### config.mk
export PLATFORM = sky130hd
export DESIGN_NAME = dcache_refill_ctrl
export DESIGN_NICKNAME = d
export VERILOG_FILES = /design/src/rtl/hpu_pkg.sv /design/src/rtl/dcache_rfl_beat_cnt.sv /design/src/rtl/dcache_refill_ctrl.sv
export SDC_FILE = /design/constraint.sdc
export NUM_CORES = 1
export LEC_CHECK = 0
export CAP_MARGIN = 10
export CORE_MARGIN = 5
export CORE_UTILIZATION = 30
export DETAILED_ROUTE_END_ITERATION = 7
export DONT_BUFFER_PORTS = 1
export GPL_TIMING_DRIVEN = 0
export REMOVE_ABC_BUFFERS = 1
export SLEW_MARGIN = 20
export SYNTH_ARGS = -nofsm -noshare
export SYNTH_HDL_FRONTEND = slang
export SYNTH_SLANG_ARGS = --single-unit
### constraint.sdc
create_clock -name clk_i -period 3.3 [get_ports clk_i]
set_clock_uncertainty 0.15 [all_clocks]
set_input_delay 0.66 -clock clk_i [delete_from_list [all_inputs] [get_ports clk_i]]
set_output_delay 0.66 -clock clk_i [all_outputs]
set_load 0.005 [all_outputs]
### src/rtl/hpu_pkg.sv
// Shared types and constants for the dcache refill controller.
// Contents: the refill FSM state encoding, the refill watchdog limit and its width.
package hpu_pkg;

  typedef enum logic [2:0] {
    RFL_IDLE,
    RFL_WB,
    RFL_RF_REQ,
    RFL_RF_DATA,
    RFL_DONE
  } dcache_rfl_state_e;

  // RF_DATA cycles without a beat before the refill is abandoned
  localparam int unsigned RFL_TIMEOUT = 255;
  localparam int unsigned RFL_WDOG_W  = 8;

endpackage : hpu_pkg

### src/rtl/dcache_rfl_beat_cnt.sv
// Line beat counter shared by the write-back and refill phases.
// Ports:
//   clk_i, rst_i : clock, async active-low reset
//   inc_i        : advance one beat (wraps naturally after the last beat)
//   clr_i        : force the count back to beat 0 (abandoned refill)
//   cnt_o        : current beat number (registered)
//   last_c       : current beat is the final beat of the line (combinational)
module dcache_rfl_beat_cnt #(
  parameter int unsigned LINE_BEATS = 4,
  parameter int unsigned BEAT_SEL   = 2
) (
  input  logic                clk_i,
  input  logic                rst_i,
  input  logic                inc_i,
  input  logic                clr_i,
  output logic [BEAT_SEL-1:0] cnt_o,
  output logic                last_c
);

  logic [BEAT_SEL-1:0] cnt_q;

  // Beat count register; clear has priority over increment
  always_ff @(posedge clk_i or negedge rst_i) begin
    if (!rst_i) begin
      cnt_q <= '0;
    end else if (clr_i) begin
      cnt_q <= '0;
    end else if (inc_i) begin
      cnt_q <= cnt_q + BEAT_SEL'(1);
    end
  end

  assign cnt_o  = cnt_q;
  assign last_c = (cnt_q == BEAT_SEL'(LINE_BEATS - 1));

endmodule : dcache_rfl_beat_cnt

### src/rtl/dcache_refill_ctrl.sv
// L1 dcache miss sequencer: one miss in flight. Picks the victim way from the
// pseudo-LRU table, writes the victim back to L2 when dirty, refills the line
// from L2, installs it beat by beat and finally marks the new line MRU.
// Ports:
//   clk_i, rst_i                  : clock, async active-low reset
//   miss_req_i/entry/tag, ack     : miss handshake; ack pulses when latched
//   miss_done_o, busy_o           : line installed pulse, controller occupied
//   rpl_l1d_entry_o, hot_l1d_onehot_i, victim_dirty_i : victim lookup
//   fill_hit_o, fill_entry_o      : one-cycle MRU update for the new line
//   wb_*                          : write-back beat channel to L2
//   rf_req_o/tag/gnt, rf_vld_i    : refill request and data beats from L2
//   l1_wr_*, l1_tag_wr_o          : L1 data/tag write port
//   err_o                         : refill abandoned (only with
//                                   DCACHE_REFILL_TIMEOUT_EN defined)
// Optional build macro: DCACHE_REFILL_TIMEOUT_EN adds an RF_DATA watchdog.
module dcache_refill_ctrl
  import hpu_pkg::*;
#(
  parameter int unsigned ENTRY_SEL  = 7,
  parameter int unsigned L1_WAYS    = 2,
  parameter int unsigned TAG_WT     = 20,
  parameter int unsigned LINE_BEATS = 4,
  parameter int unsigned BEAT_SEL   = 2
) (
  input  logic                 clk_i,
  input  logic                 rst_i,
`ifdef DCACHE_REFILL_TIMEOUT_EN
  output logic                 err_o,
`endif
  input  logic                 miss_req_i,
  input  logic [ENTRY_SEL-1:0] miss_entry_i,
  input  logic [TAG_WT-1:0]    miss_tag_i,
  output logic                 miss_ack_o,
  output logic                 miss_done_o,
  output logic                 busy_o,
  output logic [ENTRY_SEL-1:0] rpl_l1d_entry_o,
  input  logic [L1_WAYS-1:0]   hot_l1d_onehot_i,
  input  logic [L1_WAYS-1:0]   victim_dirty_i,
  output logic [L1_WAYS-1:0]   fill_hit_o,
  output logic [ENTRY_SEL-1:0] fill_entry_o,
  output logic                 wb_vld_o,
  input  logic                 wb_ready_i,
  output logic [BEAT_SEL-1:0]  wb_beat_o,
  output logic                 wb_last_o,
  output logic                 rf_req_o,
  output logic [TAG_WT-1:0]    rf_tag_o,
  input  logic                 rf_gnt_i,
  input  logic                 rf_vld_i,
  output logic                 l1_wr_en_o,
  output logic [L1_WAYS-1:0]   l1_wr_way_o,
  output logic [ENTRY_SEL-1:0] l1_wr_entry_o,
  output logic [BEAT_SEL-1:0]  l1_wr_beat_o,
  output logic                 l1_tag_wr_o
);

  dcache_rfl_state_e    state_q, state_d;
  logic [ENTRY_SEL-1:0] entry_q;
  logic [TAG_WT-1:0]    tag_q;
  logic [L1_WAYS-1:0]   way_q;
  logic                 capture;
  logic                 cnt_inc;
  logic                 cnt_clr;
  logic [BEAT_SEL-1:0]  cnt;
  logic                 cnt_last;

`ifdef DCACHE_REFILL_TIMEOUT_EN
  logic [RFL_WDOG_W-1:0] wdog_q, wdog_d;
  logic                  timeout_c;
`endif

  // One beat counter serves both WB and RF_DATA; it is back at 0 between them
  dcache_rfl_beat_cnt #(
    .LINE_BEATS (LINE_BEATS),
    .BEAT_SEL   (BEAT_SEL)
  ) u_beat_cnt (
    .clk_i  (clk_i),
    .rst_i  (rst_i),
    .inc_i  (cnt_inc),
    .clr_i  (cnt_clr),
    .cnt_o  (cnt),
    .last_c (cnt_last)
  );

  // State register
  always_ff @(posedge clk_i or negedge rst_i) begin
    if (!rst_i) begin
      state_q <= RFL_IDLE;
    end else begin
      state_q <= state_d;
    end
  end

  // Miss context captured on the accept cycle
  always_ff @(posedge clk_i or negedge rst_i) begin
    if (!rst_i) begin
      entry_q <= '0;
      tag_q   <= '0;
      way_q   <= '0;
    end else if (capture) begin
      entry_q <= miss_entry_i;
      tag_q   <= miss_tag_i;
      way_q   <= hot_l1d_onehot_i;
    end
  end

`ifdef DCACHE_REFILL_TIMEOUT_EN
  // Refill watchdog: counts consecutive beat-less RF_DATA cycles
  always_ff @(posedge clk_i or negedge rst_i) begin
    if (!rst_i) begin
      wdog_q <= '0;
    end else begin
      wdog_q <= wdog_d;
    end
  end

  // Current cycle is the RFL_TIMEOUT-th beat-less cycle
  assign timeout_c = (wdog_q == RFL_WDOG_W'(RFL_TIMEOUT - 1));
`endif

  // Next-state and output decode
  always_comb begin
    state_d         = state_q;
    capture         = 1'b0;
    cnt_inc         = 1'b0;
    cnt_clr         = 1'b0;
    miss_ack_o      = 1'b0;
    miss_done_o     = 1'b0;
    busy_o          = (state_q != RFL_IDLE);
    rpl_l1d_entry_o = '0;
    fill_hit_o      = '0;
    fill_entry_o    = '0;
    wb_vld_o        = 1'b0;
    wb_beat_o       = '0;
    wb_last_o       = 1'b0;
    rf_req_o        = 1'b0;
    rf_tag_o        = '0;
    l1_wr_en_o      = 1'b0;
    l1_wr_way_o     = '0;
    l1_wr_entry_o   = '0;
    l1_wr_beat_o    = '0;
    l1_tag_wr_o     = 1'b0;
`ifdef DCACHE_REFILL_TIMEOUT_EN
    err_o           = 1'b0;
    wdog_d          = '0;
`endif

    unique case (state_q)
      RFL_IDLE: begin
        // LRU table answers combinationally for the requested set
        rpl_l1d_entry_o = miss_entry_i;
        if (miss_req_i) begin
          miss_ack_o = 1'b1;
          capture    = 1'b1;
          state_d    = (|(victim_dirty_i & hot_l1d_onehot_i)) ? RFL_WB : RFL_RF_REQ;
        end
      end

      RFL_WB: begin
        wb_vld_o  = 1'b1;
        wb_beat_o = cnt;
        wb_last_o = cnt_last;
        if (wb_ready_i) begin
          cnt_inc = 1'b1;
          if (cnt_last) begin
            state_d = RFL_RF_REQ;
          end
        end
      end

      RFL_RF_REQ: begin
        // Early data beats are not expected here and are dropped
        rf_req_o = 1'b1;
        rf_tag_o = tag_q;
        if (rf_gnt_i) begin
          state_d = RFL_RF_DATA;
        end
      end

      RFL_RF_DATA: begin
        if (rf_vld_i) begin
          l1_wr_en_o    = 1'b1;
          l1_wr_way_o   = way_q;
          l1_wr_entry_o = entry_q;
          l1_wr_beat_o  = cnt;
          cnt_inc       = 1'b1;
          if (cnt_last) begin
            // Tag written last so a partial line never becomes valid
            l1_tag_wr_o = 1'b1;
            state_d     = RFL_DONE;
          end
        end
`ifdef DCACHE_REFILL_TIMEOUT_EN
        else if (timeout_c) begin
          err_o   = 1'b1;
          cnt_clr = 1'b1;
          state_d = RFL_IDLE;
        end else begin
          wdog_d = wdog_q + RFL_WDOG_W'(1);
        end
`endif
      end

      RFL_DONE: begin
        miss_done_o  = 1'b1;
        fill_hit_o   = way_q;
        fill_entry_o = entry_q;
        state_d      = RFL_IDLE;
      end

      default: begin
        state_d = RFL_IDLE;
      end
    endcase
  end

endmodule : dcache_refill_ctrl
### Word level (Yosys, flattened, before mapping)

Index checks and enable logic that the tools add are counted.

* bits in registers: 34
* logic and storage cells: 54

* equal/unequal tests: 11
* bitwise operators: 1
* mux-type cells: 32
* reduce and logical (&&, ||, !) cells: 4
* add/sub/neg operators: 1

Operators with widths (number)
* $mux 7: 4
* $mux 20: 1
* $mux 3: 6
* $mux 2: 7
* $mux 1: 12
* $ne 2x2->1 const B: 6
* $pmux 3 s4: 1
* $eq 3x2->1 const B: 2
* $reduce_and 6->1: 1
* $eq 3x1->1 const B: 1
* $eq 3x3->1 const B: 1
* $logic_not 3->1: 1
* $reduce_bool 3->1: 1
* $add 2x1->2 const B: 1
* $and 2x2->2: 1
* $eq 2x2->1 const B: 1
* $pmux 1 s2: 1
* $reduce_or 2->1: 1

### Depth between registers and ports, before layout

Gate-level depths: netlist of run 1.

* word-level depth: 5
* depth in mapped cells: 5
* depth with buffers taken out: 4

### Cells and area by module

From an unflattened synthesis of run 1, not the netlist that was laid out.

* cells, all modules: 149
* area total of the unflattened synthesis: 1766.7 µm²

By module, submodules not included
* dcache_refill_ctrl: times used 1, cells an instance 142, area an instance 1677.9 µm²
* dcache_rfl_beat_cnt: times used 1, cells an instance 7, area an instance 88.8 µm²

### Least setup slack after synthesis of run 1

Ideal clock, no wire load.

* path kind: register to output
* start: register state_q[0]
* end: output port l1_tag_wr_o
* path slack: 1.331 ns
* path buffers: 2
* data arrival time: 1.159 ns
* cell stages (with the launch flop): 6
* cell sequence: dfrtp_1 buf_6 or2b_1 nor2_2 buf_2 and2_1

* cells in the longest elaborated chain, start to end: 2

RTL lines
* start: declaration: line dcache_refill_ctrl.sv:56 `dcache_rfl_state_e state_q, state_d;`
* start signal: assignment: line dcache_refill_ctrl.sv:89 `state_q <= state_d;`
* $eq 3x2->1: line dcache_refill_ctrl.sv:147 `unique case (state_q)`
* $mux 1: line dcache_refill_ctrl.sv:147
* end: declaration: line dcache_refill_ctrl.sv:53 `output logic l1_tag_wr_o`

No other way between the ends.

### Worst setup path in the final report of run 1

* start: register state_q[0]
* end: output port l1_wr_way_o[0]

* cells in the longest elaborated chain, start to end: 2

RTL lines
* $eq 3x2->1: line dcache_refill_ctrl.sv:147
* $mux 2: line dcache_refill_ctrl.sv:147
* end: declaration: line dcache_refill_ctrl.sv:50 `output logic [L1_WAYS-1:0] l1_wr_way_o,`

No other way between the ends.

==> flow_summary.yaml, run 1 <==
clocking:
  cts_buffer_depth: 2
  clkSinkCount: 34
  cts_buffers: 5
  cts_tree: "yes"
  cts.clk_slew.worst_paths_ns: 0.07
  h-tree-depth: 2
  cts-root-buf: "clkbuf_8"
  clk_latency_ns: 0.28
  cts_resized: 0
logic_synthesis:
  async_flop_share_pct: 100.0
  synth_cell_type_count: 28
  synth.top_cell.area_share_pct: 44.85
  yosysWarnings: 0
  ys.flop_type: "dfrtp_1"
  syn_area_per_cell_um2: 12.82
  synth_seq_area_share_pct: 44.85
  yosys.area.top_type: "dfrtp_1"
  synth_edf_count: 0
  synth-seq-cells: 34
  synth_area_mm2: 0.001897
  synthTopCellsByArea: "dfrtp_1, mux2_4, and2_1"
  synth_cells: 148
hold_path:
  hold_path_class: "in2async"
critical_path:
  cp.arrival_ns: 1.82
  r2r_end: "tag_q[9]"
  cp-start-kind: "register"
  r2r_slack_ns: 1.20
  end_kind: "output port"
  crit_fanout: 14
  required_ns: 2.49
  r2r-start: "state_q[0]"
  crit_type: "reg2out"
  reg2regPathDepth: 3
placed_design:
  place_hpwl_mm: 2.954
  dpl-instance-area_mm2: 0.001917
  preCtsSetupSlack_ns: 0.9182
  place.gp.congestion: 0.6619
  port_buffers: 0
route:
  drc: 0
  dr.pass1.iters: 2
  via_count: 1044
  first_iter_violations: 50
  vias_per_cell: 4.599
  routed_wl_mm: 3.976
  wire_per_inst_um: 17.52
  ant_nets: 0
floorplan:
  initial_core_util_pct: 30.39
  num_io_pins: 94
  fp.dieW_um: 89.52
  die-area_mm2: 0.008013
  num_rows: 29
  core_region_area_mm2: 0.006241
  die_h_um: 89.52
power:
  power_frac_seq_pct: 44.4
  clock_power_share_pct: 17.9
  power.density_mw_per_mm2: 861.1
  p_sw_mw: 0.5476
  p_comb_share_pct: 37.7
  peakVddDrop_mv: 0.3452
  internal_power_mw: 1.199
  power_leakage_nw: 0.8990
  switching_share_pct: 31.35
timing:
  rsz0062_at_grt: "false"
  relSlewSlack_pct: 60.59
  setup_viol_count_final: 0
  min_period_ns: 2.628
  finalHoldWorstSlack_ns: 0.06158
  setup_slack_ns: 0.6716
  fin_crit_sh_pct: 79.65
  clock.fmax_mhz: 380.5
  tightestPinTransition_ns: 0.5885
  fin_tns_setup_ns: 0
  finalMaxSlewViolations: 0
  hold_violations: 0
global_routing:
  antenna_found_initial: 0
  grt_pass1_wl_mm: 5.706
  grt_pass1_vias: 1084
  grt_max_degree: 35
  gr-total-overflow: 0
  grtUsageTotal_pct: 9.576
run:
  maxCapViolCount: 0
layout:
  drive_gt1_share_pct: 34.67
  area_growth_pct: 6.926
  final_nets: 187
  utilization_pct: 32.50
  final_cell_area_mm2: 0.002028
  antenna_cells: 0
run_status:
  outcome: "completed"
-- kinds of logic (layout without fill, tap and decap cells) --
| family | Yosys count | count (layout) | synth area share, % |
|---|---|---|---|
| and+or+nand+nor | 65 | 65 | 22.43 |
| adders and majority gates | 1 | 1 | 0.6595 |
| DFF | 34 | 34 | 44.86 |
| AOI/OAI and AO/OA | 7 | 7 | 2.440 |
| buffers and inverters | 9 | 11 | 5.079 |
| muxes | 31 | 31 | 24.08 |
| xor gates and xnor gates | 1 | 1 | 0.4618 |
-- Yosys cell counts, drive strengths merged, types with 2 or more instances --
cell / instances
and2: 53
buf: 7
nand2: 2
nor2: 4
nor3b: 3
dfrtp: 34
mux2: 30
a21oi: 2
a211oi: 2
-- power by group through the flow --
stage | clock network (mW) | logic, mW | registers (mW)
2_1_floorplan | 0 | 0.559 | 0.731
3_3_place_gp | 0 | 0.640 | 0.771
3_5_place_dp | 0 | 0.666 | 0.783
4_1_cts | 0.327 | 0.679 | 0.780
5_1_grt | 0.344 | 0.725 | 0.811
6_report | 0.312 | 0.659 | 0.776
-- worst max-delay path: stages, from the launching register on --
cell and delay, ns:
dfrtp_1 0.54, or2b_1 0.30, nor2_2 0.45, and2_1 0.24
-- layer usage --
layer / vias to the layer above / track usage, % / share of wire [%]
met5: - / 0 / 0
met4: 0 / 2.842 / 1.1
met3: 5 / 4.055 / 7.3
met2: 42 / 14.47 / 49
met1: 503 / 12.49 / 43
li1: 494 / - / -
-- worst max-delay path by stage --
stage	start	end	cells after the start	slack [ns]
4_1_cts	state_q[0]	l1_wr_way_o[0]	3	0.60
3_3_place_gp	state_q[1]	rf_tag_o[7]	2	-0.04
3_5_place_dp	state_q[0]	l1_wr_way_o[0]	3	0.92
2_1_floorplan	state_q[1]	rf_tag_o[0]	2	0.81
6_report	state_q[0]	l1_wr_way_o[0]	3	0.67
5_1_grt	state_q[0]	l1_wr_way_o[0]	3	0.47
-- timing repair --
item                                   in CTS  in global routing
setup buffers                               0                  0
hold buffers                                1                  0
endpoints found under the hold margin      34                  0
-- placed cells by master (no fill, tap or decap) --
cell,instances
and2_1,45
dfrtp_1,34
mux2_4,29
and2_2,7
clkbuf_8,6
nor2_1,3
nor3b_2,2
nand2_1,2
a21oi_1,2
a211oi_1,2
nor3_4,1
inv_1,1
or2b_1,1
nor2_2,1
and2_4,1
mux2i_1,1
mux2_2,1
xor2_1,1
a31o_2,1
a22oi_1,1
nand2b_1,1
o21ai_0,1
nor3b_1,1
ha_1,1
clkbuf_1,1
clkinv_2,1
buf_12,1
buf_6,1
-- sequential cells by signal (all words and copies together), names as in the netlist --
register,cells
entry_q,7
u_beat_cnt.cnt_o,2
state_q,3
tag_q,20
way_q,2
-- cell type report --
| cell class | count | area [um^2] |
|---|---|---|
| Clock buffer | 7 | 86.33 |
| Multi-Input combinational cell | 105 | 954.7 |
| Inverter | 1 | 3.754 |
| Clock inverter | 1 | 5.005 |
| Timing Repair Buffer | 2 | 31.28 |
| Tap cell | 77 | 96.34 |
| Sequential cell | 34 | 850.8 |
| Fill cell | 637 | 4213 |
-- per-stage QoR --
step                power (mW)  cells
detailed placement       1.449    218
global route             1.881    227
global placement         1.411    217
floorplan                1.290    140
CTS                      1.786    227
finish                   1.747    227
Note: power is estimated with default switching activity, not from simulation.
==> inputs of run 2 (changes only) <==
==> constraint.sdc (replaced) <==
create_clock -name clk_i -period 2.2 [get_ports clk_i]
set_clock_uncertainty 0.15 [all_clocks]
set_input_delay 0.44 -clock clk_i [delete_from_list [all_inputs] [get_ports clk_i]]
set_output_delay 0.44 -clock clk_i [all_outputs]
set_load 0.005 [all_outputs]
==> flow_summary.yaml, run 2 (synthesized netlist as in run 1, its figures left out) <==
layout:
  drive_gt1_share_pct: 40.63
  area_growth_pct: 12.53
  largest_register: "tag_q"
  reg_top3: "tag_q (20), entry_q (7), state_q (3)"
  antenna_cells: 0
  largest_register_ffs: 20
  final_nets: 197
  final_cell_area_mm2: 0.002135
  utilization_pct: 34.20
  final_common_cell: "and2_1"
  layout_common_cells: "and2_1, dfrtp_1, mux2_4"
clocking:
  clkSinkCount: 34
  cts_tree: "yes"
  h-tree-depth: 2
  cts_buffer_depth: 2
  cts-root-buf: "clkbuf_8"
  cts.clk_slew.worst_paths_ns: 0.07
  clk_latency_ns: 0.28
  cts_buffers: 5
timing:
  tightestPinTransition_ns: 0.5503
  clock.fmax_mhz: 471.0
  min_period_ns: 2.123
  hold_violations: 0
  setup_viol_count_final: 0
  setup_slack_ns: 0.07665
  fin_crit_sh_pct: 96.52
  finalMaxSlewViolations: 0
  relSlewSlack_pct: 63.31
  finalHoldWorstSlack_ns: 0.1523
floorplan:
  fp.dieW_um: 89.52
  initial_core_util_pct: 30.39
  core_region_area_mm2: 0.006241
  die-area_mm2: 0.008013
  die_h_um: 89.52
  num_rows: 29
  num_io_pins: 94
critical_path:
  required_ns: 1.61
  cp.arrival_ns: 1.53
  crit_type: "reg2out"
  crit_fanout: 10
  cp-start-kind: "register"
  end_kind: "output port"
placed_design:
  dpl-instance-area_mm2: 0.001917
  place.gp.congestion: 0.6619
  place_hpwl_mm: 2.954
  preCtsSetupSlack_ns: 0.03816
  port_buffers: 0
hold_path:
  hold_path_class: "in2reg"
route:
  via_count: 1112
  ant_nets: 0
  routed_wl_mm: 4.481
  dr.pass1.iters: 3
  vias_per_cell: 4.692
  drc: 0
  first_iter_violations: 35
  wire_per_inst_um: 18.91
power:
  power.density_mw_per_mm2: 1297
  peakVddDrop_mv: 0.5183
  power_leakage_nw: 0.9515
  p_total_mw: 2.768
global_routing:
  grt_pass1_vias: 1177
  gr-total-overflow: 0
  grtUsageTotal_pct: 10.91
  grt_pass1_wl_mm: 6.403
  grt_max_degree: 35
  antenna_found_initial: 0
run:
  maxCapViolCount: 0
run_status:
  outcome: "completed"
==> run 2: cell types whose count changed in the layout (fill, tap and decap cells not counted) <==
cell,delta
and2_2,+2
buf_4,+6
dfrtp_1,-3
dfrtp_2,+3
dlygate4sd3_1,+1
nor2_2,-1
nor2_4,+2
nor3b_2,-2
nor3b_4,+2
or2b_1,-1
or2b_4,+1
==> run 2: path summary, 6_finish.rpt <==
kind	cells after the start	from	slack (ns)	to
setup / recovery	3	state_q[0]	0.08	fill_entry_o[4]
hold / removal	1	miss_entry_i[2]	0.15	entry_q[2]
setup reg to reg	4	state_q[0]	0.22	entry_q[6]
hold reg to reg	1	tag_q[3]	0.35	tag_q[3]
max in group asynchronous	2	rst_i	1.25	state_q[1]
min in group asynchronous	2	rst_i	0.47	u_beat_cnt.cnt_o[0]
==> run 2: timing repair <==
action,in CTS,in global routing
pin swaps,3,1
setup endpoints to repair,44,15
hold endpoints to repair,34,0
hold buffers,2,0
setup buffers,3,3
resized for setup,5,3
gates cloned,3,0
==> run 2: where the power goes <==
group	internal, mW	leakage (nW)	switching (mW)	total, mW
sequential	0.939	0.406	0.227	1.17
combinational	0.693	0.497	0.441	1.13
clock	0.252	0.0482	0.215	0.467
total	1.88	0.952	0.883	2.77
==> run 2: area by class of cell <==
cell class | count | area [um^2]
clock buffers | 7 | 86.33
multi-input cells | 108 | 1002
fillers | 639 | 4106
inverters | 1 | 3.754
flip-flops and latches | 34 | 854.6
well taps | 77 | 96.34
clock inverters | 1 | 5.005
repair buffers | 9 | 86.33
==> run 2: through the flow <==
step / instances / setup TNS (ns)
2_1_floorplan: 140 / -1.494
3_3_place_gp: 217 / -18.45
5_1_grt: 237 / -0.007818
3_5_place_dp: 218 / 0
6_report: 237 / 0
4_1_cts: 234 / 0
==> run 2: worst max-delay path, cell delays in order, from the launching register on <==
cell and delay (ns):
dfrtp_2 0.44, buf_4 0.17, nor3b_4 0.42, and2_1 0.22
==> run 2: layer usage <==
layer | GRT usage [%] | vias to the layer above | part of all wire, % | routed length (um)
met4 | 2.842 | 0 | 1.1 | 48
met2 | 17.35 | 42 | 50 | 2235
met3 | 4.240 | 5 | 6.6 | 296
met1 | 13.91 | 547 | 42 | 1900
met5 | 0 | - | 0 | 0
li1 | - | 518 | - | -
==> inputs of run 3 (changes only) <==
--- a/config.mk
+++ b/config.mk
@@ -11,6 +11,7 @@
 export DETAILED_ROUTE_END_ITERATION = 7
 export DONT_BUFFER_PORTS = 1
 export GPL_TIMING_DRIVEN = 0
+export HOLD_SLACK_MARGIN = 0.05
 export REMOVE_ABC_BUFFERS = 1
 export SLEW_MARGIN = 20
 export SYNTH_ARGS = -nofsm -noshare
==> results of run 3 <==
The final DEF is identical to that of run 2; final timing and power are the same.
